**src/rtl/fifo_read_streamer.sv**
```systemverilog
// Drains a synchronous FIFO into a valid/ready stream. A 2-entry skid buffer absorbs the
// FIFO's one-cycle read latency so reads and pops can both run every cycle.
module fifo_read_streamer #(
  parameter int FIFO_WIDTH = 16,
  parameter int CNT_WIDTH  = 16
) (
  input  logic                  clk,
  input  logic                  rst,
  input  logic                  enable,
  input  logic [FIFO_WIDTH-1:0] fifo_data_out,
  input  logic                  fifo_empty,
  input  logic                  fifo_underflow,
  output logic                  fifo_rd_en,
  output logic [FIFO_WIDTH-1:0] m_data,
  output logic                  m_valid,
  input  logic                  m_ready,
  output logic [CNT_WIDTH-1:0]  word_cnt,
  output logic                  underflow_err
);

  logic [1:0]            occ_q, occ_d;
  logic                  inflight_q;
  logic [FIFO_WIDTH-1:0] buf0_q, buf0_d, buf1_q, buf1_d;
  logic [CNT_WIDTH-1:0]  cnt_q;
  logic                  err_q;

  logic       pop, capture;
  logic [2:0] credit_used, occ_sum;
  logic [1:0] wr_idx;

  assign m_valid       = (occ_q != 2'd0);
  assign m_data        = buf0_q;
  assign word_cnt      = cnt_q;
  assign underflow_err = err_q;

  assign pop     = m_valid & m_ready;
  assign capture = inflight_q & ~fifo_underflow;

  // Slots already promised: buffered + returning next edge, minus the one leaving now.
  assign credit_used = {1'b0, occ_q} + {2'b00, inflight_q} - {2'b00, pop};
  assign fifo_rd_en  = ~rst & enable & ~fifo_empty & (credit_used < 3'd2);

  assign occ_sum = {1'b0, occ_q} - {2'b00, pop} + {2'b00, capture};
  assign wr_idx  = occ_q - {1'b0, pop};

  always_comb begin
    buf0_d = buf0_q;
    buf1_d = buf1_q;
    occ_d  = occ_sum[1:0];
    if (pop && occ_q == 2'd2) buf0_d = buf1_q;
    // Capture lands behind whatever survives this cycle's pop.
    if (capture) begin
      if (wr_idx == 2'd0) buf0_d = fifo_data_out;
      else                buf1_d = fifo_data_out;
    end
  end

  always_ff @(posedge clk) begin
    if (rst) begin
      occ_q      <= 2'd0;
      inflight_q <= 1'b0;
      buf0_q     <= '0;
      buf1_q     <= '0;
      cnt_q      <= '0;
      err_q      <= 1'b0;
    end else begin
      occ_q      <= occ_d;
      inflight_q <= fifo_rd_en;
      buf0_q     <= buf0_d;
      buf1_q     <= buf1_d;
      if (pop) cnt_q <= cnt_q + CNT_WIDTH'(1);
      err_q      <= err_q | fifo_underflow;
    end
  end

  always_ff @(posedge clk) begin
    if (!rst) assert (occ_sum <= 3'd2);
  end

endmodule

```
**config.mk**
```make
export PLATFORM = sky130hd
export DESIGN_NAME = fifo_read_streamer
export DESIGN_NICKNAME = d
export VERILOG_FILES = /design/src/rtl/fifo_read_streamer.sv
export SDC_FILE = /design/constraint.sdc
export NUM_CORES = 1
export LEC_CHECK = 0
export CAP_MARGIN = 20
export CELL_PAD_IN_SITES_DETAIL_PLACEMENT = 0
export CELL_PAD_IN_SITES_GLOBAL_PLACEMENT = 2
export CORE_AREA = 2 2 119 63
export CTS_CLUSTER_DIAMETER = 80
export DETAILED_ROUTE_END_ITERATION = 7
export DIE_AREA = 0 0 121 65
export DONT_BUFFER_PORTS = 1
export PLACE_DENSITY_LB_ADDON = 0.1
export SYNTH_ARGS = -nofsm -noshare
export SYNTH_HDL_FRONTEND = slang
export SYNTH_SLANG_ARGS = --single-unit
```
**constraint.sdc**
```tcl
create_clock -name clk -period 1.76 [get_ports clk]
set_input_delay 0.264 -clock clk [delete_from_list [all_inputs] [get_ports clk]]
set_output_delay 0.264 -clock clk [all_outputs]
set_load 0.02 [all_outputs]
```
==> run metrics, run 1 <==
status=finished with violations; violated checks=setup timing; vias in the first global route=1716; Hold Crit Endpoint=inflight_q; met1 usage=0.187; dpl cell area=2530 µm²; Req. time, crit path=1500 ps; initial antenna violation count=0; largest family of logic cells by synthesized area=simple AND/OR/NAND/NOR gates; post-synthesis register bit count=52; Netlist cell types=33; first-pass detailed-route iteration total=4; Routed Antenna Nets=0; core area=6960 µm²; simple-gate portion of the synthesized area=0.172; crit start category=flop; synthesized area=2270 µm²; layer with the highest usage=met2; VDD IR max=353 µV; Crit path largest cell delay=490 ps; DP HPWL=3970 µm; CP max FO=2; area delta synth->final=20.2%; CP cell instances=or2_4 -> nand2_4 -> nor2_2 -> fa_1 -> nand2_2 -> nor4_4 -> buf_4; dpl ws=-179 ps; grt total ovfl=0; design area=2730 µm²; initial DRC count=87; max-cap viol count=0; count of final setup violators=3; slowest CP cell=fa_1; CTS tree=built; Final period util=1.26; worst hold stages=1; die area=7870 µm²; ys flop type=dfxtp_1; final slew viol count=0; Synth Warn #=0; Post-Route Skew=7.34 ps; Tot GR Track Use=0.147; Cell Rows=22; Worst Tran Pin Value=433 ps; Avg WL per Cell=15.9 µm; mux share of post-synthesis cell area=0.151; Synth async-reset ratio=0; Critical R2R Launch=occ_q[0]; Post-Route WL=5570 µm; layout cells sized above 1=0.201; Worst-path clk slew=70 ps; routing usage on met2=0.219; Worst Path Class, Setup=flop to primary output; Syn Inst Count=234; vias per cell=5.01; Die Wd=121 µm; RSZ-0062 raised after global routing=yes; register area share after synthesis=0.459; largest net degree at the start of global routing=55; die height=65 µm; number of buffers created by CTS=5; RePlAce Congestion=0.782; xor-xnor portion of the synthesized cell area=0.0618; worst min path class=input pin to flop; cell taking the most area after synthesis=dfxtp_1; Starting Density=0.326; r2r setup slk=-50 ps; Inserted Diodes=0; # hold bufs at CTS=0; normalized max-slew margin=0.710; vias=1752; Crit. End Element=primary output; fmax=452 MHz; reg2reg path depth=8; most numerous cell in the Yosys netlist=dfxtp_1; endpoints failing hold=0; CTS Root Cell=clkbuf_16; syn_nets=259; worst hold path startpoint=fifo_empty; first-pass GRT wire length=8740 µm; GR Util met3=0.0722; CP arrival=1950 ps; Post-synth EDFFs=0; Avg Cell Area, Syn=9.69 µm²; Adder-Cell Fraction of Synth Area=0.0199; CTS H-tree lvls=2; clock buffer depth=2; ranking of synthesized cells by area=dfxtp_1, mux2i_1, nor2_1, a211oi_1, xnor2_1; r2r endpoint=inflight_q; Final WS setup=-453 ps; clock sink count=52; Pwr per Cell Area=1170 nW/µm²; top cell type's share of synthesized area=0.459; Commonest cells post-synth=dfxtp_1, nor2_1, mux2i_1, a211oi_1, xnor2_1; leakage=1.24 nW; clock latency on the worst-skew pair=290 ps; post-layout min period=2210 ps; complex-gate fraction of the synthesized area=0.0888; IO buf count=0; I/O pin total=57; Remaining DRCs=0; # nets final=279
report_power, final:
| group | switching [W] | internal, W | leakage [nW] |
|---|---|---|---|
| Sequential | 0.000146 | 0.00128 | 0.422 |
| Clock | 0.000410 | 0.000597 | 0.0760 |
| Combinational | 0.000401 | 0.000361 | 0.739 |
worst max-delay path, delay by kind of cell (launching register included):
kind	cells	cell delay, ps
fa+ha+maj	1	490
buf+inv	1	180
flops	1	330
simple gates	5	660
through the flow:
step           TNS, ps  power, W  hold slack [ps]   util  std cells
4_1_cts           -490   0.00319             27.9  0.388        348
3_3_place_gp      -124   0.00209              335  0.364        339
3_5_place_dp      -179   0.00213              336  0.364        339
6_report          -513   0.00319             29.4  0.391        350
2_1_floorplan     -287   0.00196              343      -        234
5_1_grt           -636   0.00335             17.3  0.391        350
sequential cells by signal (all words and copies together) (netlist names):
signal and count:
buf1_q 16, m_data 16, word_cnt 16, occ_q 2, inflight_q 1, underflow_err 1
metal layers:
metal | wire length (µm) | vias up | share of wire
met4 | 59 | 0 | 0.011
met2 | 2430 | 46 | 0.44
met1 | 2590 | 853 | 0.47
met5 | 0 | - | 0
li1 | - | 847 | -
met3 | 483 | 6 | 0.087
layout make-up:
cell class / instances / area (µm²)
fillers: 668 / 4240
multi-input cells: 162 / 1150
flip-flops and latches: 52 / 1040
repair buffers: 29 / 243
clock buffers: 7 / 153
well taps: 96 / 120
inverters: 4 / 15.0
how the worst max path moves through the flow:
| stage | from | to | slack, ps |
|---|---|---|---|
| after floorplan | occ_q[1] | fifo_rd_en | -290 |
| after global placement | occ_q[0] | fifo_rd_en | -120 |
| after detailed placement | occ_q[0] | fifo_rd_en | -180 |
| after CTS | occ_q[1] | fifo_rd_en | -490 |
| after global routing | occ_q[0] | fifo_rd_en | -490 |
| final | occ_q[0] | fifo_rd_en | -450 |
cells by family (layout without fill, tap and decap cells):
| logic type | Yosys count | in the layout |
|---|---|---|
| AOI/OAI and AO/OA | 27 | 27 |
| xor gates and xnor gates | 16 | 16 |
| adders and majority gates | 3 | 3 |
| buffers and inverters | 20 | 40 |
| DFF | 52 | 52 |
| muxes | 34 | 34 |
| and+or+nand+nor | 82 | 82 |
cell usage in the layout, fill, tap and decap left out, drive strengths merged, types with 2 or more instances in the layout:
cell,instances
a211oi,16
ha,2
mux2i,33
xnor2,9
nand2,7
nor2,49
nand3,2
clkbuf,7
o21ai,3
a21oi,3
o2111ai,2
or3,3
nor4,7
buf,29
inv,4
xor2,7
nor2b,2
nand4,4
nor3,4
dfxtp,52
repair_timing:
item / in CTS / in global routing
pin swaps: 5 / 4
endpoints found under the setup margin: 1 / 3
setup buffers: 2 / 2
resized for setup: 0 / 3
(Power assumes the default switching activity.)
==> inputs of run 2 (changes only) <==
RECOVER_POWER = 100   (was default)
==> run metrics, run 2 (synthesis results as in run 1) <==
commonest cells after routing, fill and taps aside=dfxtp_1, nor2_1, mux2i_1; clock sink count=52 (unchanged); leakage=1.17 nW (-5.1%); initial antenna violation count=0 (unchanged); Req. time, crit path=1500 ps (about the same); Critical R2R Launch=occ_q[0]; Avg WL per Cell=15.9 µm (-0.27%); CTS tree=built; number of buffers and inverters on the critical path=1 (unchanged); initial DRC count=88 (+1.1%); design area=2660 µm² (-2.3%); RePlAce Congestion=0.782 (unchanged); Starting Density=0.326 (unchanged); Worst Tran Pin Value=590 ps (+157 ps); dpl cell area=2530 µm² (unchanged); Finished Layout Cells=350 (unchanged); CP arrival=1950 ps (about the same); Remaining DRCs=0 (unchanged); cell family with most CP delay=simple AND/OR/NAND/NOR gates; slowest CP cell=fa_1; Worst Path Class, Setup=flop to primary output; commonest non-fill, non-tap cell in the layout=dfxtp_1; die height=65 µm (unchanged); Tot GR Track Use=0.147 (unchanged); max-cap viol count=0 (unchanged); Worst-path clk slew=70 ps (about the same); VDD IR max=353 µV (-0.10%); CP cell instances=or2_4 -> nand2_4 -> nor2_2 -> fa_1 -> nand2_2 -> nor4_4 -> buf_4; status=finished with violations; area of the multi-input gates=1150 µm² (unchanged); crit start category=flop; layout cells sized above 1=0.150 (-0.0512); Critical Path Source=occ_q[0]; CTS H-tree lvls=2 (unchanged); # placed instances=339 (unchanged); count of final setup violators=3 (unchanged); vias per cell=4.98 (-0.46%); normalized max-slew margin=0.607 (-0.104); vias=1744 (-0.46%); core area=6960 µm² (unchanged); RSZ-0062 raised after global routing=yes; violated checks=setup timing; # hold bufs at CTS=0 (unchanged); clock buffer depth=2 (unchanged); Crit path largest cell delay=490 ps (about the same); Routed Antenna Nets=0 (unchanged); Post-Route Skew=7.32 ps (-0.0197 ps); final slew viol count=0 (unchanged); vias in the first global route=1716 (unchanged); fmax=452 MHz (about the same); number of buffers created by CTS=5 (unchanged); worst min path class=input pin to flop; CP max FO=2 (unchanged); # nets final=279 (unchanged); first-pass detailed-route iteration total=4 (unchanged); Final WS setup=-453 ps (+0.302 ps); Fill cells=686 (+2.7%); Post-Route WL=5550 µm (-0.27%); Die Wd=121 µm (unchanged); DP HPWL=3970 µm (unchanged); die area=7870 µm² (unchanged); grt total ovfl=0 (unchanged); IO buf count=0 (unchanged); first-pass GRT wire length=8740 µm (unchanged); clock latency on the worst-skew pair=290 ps (about the same); setup TNS=-520 ps (-7.01 ps); endpoints failing hold=0 (unchanged); Crit. End Element=primary output; Cell Rows=22 (unchanged); largest net degree at the start of global routing=55 (unchanged); Inserted Diodes=0 (unchanged); I/O pin total=57 (unchanged); flip-flop and latch area=1040 µm² (unchanged); area delta synth->final=17.4%; post-layout min period=2210 ps (-0.302 ps); CTS Root Cell=clkbuf_16; Pwr per Cell Area=1200 nW/µm² (+2.3%); worst hold path startpoint=fifo_empty; Util after Layout=0.382 (-0.00916); Final period util=1.26 (about the same)
## run 2: cell count changes in the layout (fill, tap and decap cells not counted)
cell | before | now
buf_12 | 2 | 1
buf_4 | 27 | 13
clkbuf_1 | 0 | 13
clkbuf_2 | 0 | 1
clkbuf_4 | 0 | 1
## run 2: final timing paths
check               end  slack (ps)  cells after the start
min reg2reg   buf1_q[2]         490                      2
max          fifo_rd_en        -450                      7
max reg2reg  inflight_q         -50                      8
min          inflight_q          30                      1
## run 2: layer usage
| layer | share of wire | up-vias | routed length [µm] | global-route usage |
|---|---|---|---|---|
| met5 | 0 | - | 0 | 0 |
| met4 | 0.011 | 0 | 59 | 0.0465 |
| met3 | 0.097 | 6 | 536 | 0.0722 |
| met2 | 0.43 | 47 | 2400 | 0.219 |
| met1 | 0.46 | 842 | 2550 | 0.187 |
| li1 | - | 849 | - | - |
## run 2: cell type report
class / count / area share
Clock buffer: 7 / 0.0573
Inverter: 4 / 0.00564
Multi-Input combinational cell: 162 / 0.432
Sequential cell: 52 / 0.392
Tap cell: 96 / 0.0451
Timing Repair Buffer: 29 / 0.0672
## run 2: per-stage QoR
stage / worst slack (ps) / hold WS [ps] / power [W]
after CTS: -490 / 27.9 / 0.00319
after detailed placement: -179 / 336 / 0.00213
after global placement: -124 / 335 / 0.00209
after global routing: -489 / 17.3 / 0.00335
after floorplan: -287 / 343 / 0.00196
final: -453 / 30.5 / 0.00319
## run 2: what timing repair did
item | 4_1_cts | 5_1_grt
setup buffers | 2 | 2
pin swaps | 5 | 4
endpoints found under the setup margin | 1 | 3
gates resized for setup | 0 | 3
## run 2: where the power goes
part | internal [W] | leakage, nW | switching [W]
Clock | 0.000597 | 0.0760 | 0.000410
Combinational | 0.000357 | 0.676 | 0.000401
Sequential | 0.00128 | 0.422 | 0.000146
Total | 0.00223 | 1.17 | 0.000957
## run 2: worst register-to-register path, cell delays in order, from the launching register on
cell	delay, ps
dfxtp_2	330
or2_4	270
nand2_4	70
nor2_2	40
fa_1	490
nand2_2	80
buf_4	130
buf_4	120
nor4_2	190
==> inputs of run 3 (changes only) <==
clock period = 2 ns   (was 1.76 ns; I/O delays follow)
==> run metrics, run 3 (synthesis results as in run 1) <==
layout cells sized above 1=0.107 (-0.0422); final slew viol count=0 (unchanged); # hold bufs at CTS=0 (unchanged); cell family with most CP delay=simple AND/OR/NAND/NOR gates; crit start category=flop; max-cap viol count=0 (unchanged); Worst Tran Pin Value=706 ps (+117 ps); initial antenna violation count=0 (unchanged); largest net degree at the start of global routing=55 (unchanged); Worst-path clk slew=60 ps (about the same); Final WS setup=-208 ps (+245 ps); reg2reg path depth=5 (-3); worst hold stages=1 (unchanged); Critical R2R Launch=word_cnt[1]; Routed Antenna Nets=0 (unchanged); die area=7870 µm² (unchanged); # placed instances=329 (-2.9%); vias=1655 (-5.1%); fmax=453 MHz; clock sink count=52 (unchanged); core area=6960 µm² (unchanged); first-pass detailed-route iteration total=4 (unchanged); endpoints failing hold=0 (unchanged); Pwr per Cell Area=1080 nW/µm² (-9.7%); Die Wd=121 µm (unchanged); RePlAce Congestion=0.744 (-4.8%); r2r endpoint=word_cnt[12]; # nets final=266 (-4.7%); Final period util=1.10; Req. time, crit path=1700 ps (+200 ps); Worst Path Class, Setup=flop to primary output; Post-Route WL=5220 µm (-6.0%); Avg WL per Cell=15.4 µm (-2.6%); vias in the first global route=1581 (-7.9%); count of final setup violators=1 (-2); leakage=1.13 nW (-4.1%); commonest cells after routing, fill and taps aside=dfxtp_1, nor2_1, mux2i_1; Finished Layout Cells=338 (-3.4%); Crit path largest cell delay=490 ps (about the same); slowest CP cell=fa_1; CTS tree=built; area delta synth->final=12.6%; vias per cell=4.90 (-1.7%); CP cell instances=or2_4 -> nand2_4 -> nor2_2 -> fa_1 -> nand2_2 -> nor4_4 -> buf_4; CP arrival=1910 ps (-40 ps); dpl cell area=2430 µm² (-3.9%); Starting Density=0.326 (unchanged); number of buffers created by CTS=5 (unchanged); commonest non-fill, non-tap cell in the layout=dfxtp_1; critical path depth in cells=7 (unchanged); Crit. End Element=primary output; Total Power=0.00276 W (-13%); worst hold path startpoint=fifo_empty; design area=2550 µm² (-4.1%); RSZ-0062 raised after global routing=yes; I/O pin total=57 (unchanged); Fill cells=695 (+1.3%); Cell Rows=22 (unchanged); violated checks=setup timing; first-pass GRT wire length=8160 µm (-6.6%); CTS Root Cell=clkbuf_16; VDD IR max=350 µV (-0.61%); status=finished with violations; clock latency on the worst-skew pair=290 ps (about the same); die height=65 µm (unchanged); Post-Route Skew=3.56 ps (-3.75 ps); Inserted Diodes=0 (unchanged); worst min path class=input pin to flop; CTS H-tree lvls=2 (unchanged); initial DRC count=44 (-50%); DP HPWL=3720 µm (-6.2%); normalized max-slew margin=0.527 (-0.0799); clock buffer depth=2 (unchanged); Remaining DRCs=0 (unchanged); Hold Crit Endpoint=inflight_q; grt total ovfl=0 (unchanged); number of buffers and inverters on the critical path=1 (unchanged); IO buf count=0 (unchanged); r2r setup slk=240 ps (+290 ps); Tot GR Track Use=0.137 (-0.0108); post-layout min period=2210 ps; CP max FO=2 (unchanged)
==> run 3: cell types whose count changed in the layout (fill, tap and decap cells not counted), sizes merged <==
cell / before / now
clkbuf: 22 / 15
bufinv: 0 / 1
buf: 14 / 7
clkinv: 0 / 1
==> run 3: power breakdown <==
| part | total, W | switching (W) | internal (W) | leakage (nW) |
|---|---|---|---|---|
| combinational | 0.000552 | 0.000312 | 0.000241 | 0.623 |
| sequential | 0.00125 | 0.000127 | 0.00113 | 0.422 |
| clock | 0.000958 | 0.000369 | 0.000589 | 0.0808 |
==> run 3: routing by layer <==
layer  vias to the layer above  GRT usage  part of all wire  routed length [µm]
met5                         -          0                 0                   0
met4                         0     0.0349            0.0063                  33
met3                         5     0.0748             0.093                 486
met2                        36      0.195              0.40                2070
met1                       783      0.178              0.50                2630
li1                        831          -                 -                   -
==> run 3: stage by stage <==
step	hold WS (ps)	utilization	worst slack (ps)	setup TNS [ps]
2_1_floorplan	379	-	-83.3	-83.3
3_3_place_gp	372	0.350	78.3	0
3_5_place_dp	377	0.350	45.8	0
4_1_cts	65.5	0.375	-254	-254
5_1_grt	58.8	0.367	-293	-293
6_report	75.7	0.367	-208	-208
==> run 3: worst max-delay path by stage <==
stage | from | endpoint | slack, ps
floorplan | occ_q[1] | fifo_rd_en | -80
global placement | occ_q[0] | fifo_rd_en | 80
detailed placement | occ_q[0] | fifo_rd_en | 50
CTS | occ_q[1] | fifo_rd_en | -250
global route | occ_q[1] | fifo_rd_en | -290
finish | occ_q[1] | fifo_rd_en | -210
==> run 3: final cells by class <==
class                   instances  area, µm²  share of cell area
inverters                       4       15.0             0.00588
multi-input cells             162       1120               0.439
flip-flops and latches         52       1040               0.409
clock inverters                 2       35.0              0.0137
clock buffers                   6        129              0.0505
well taps                      96        120              0.0470
repair buffers                 16       88.8              0.0348
==> run 3: repair_timing <==
item,CTS,global route
setup buffers,2,0
endpoints found under the setup margin,1,1
pin swaps,4,1
resized for setup,1,1
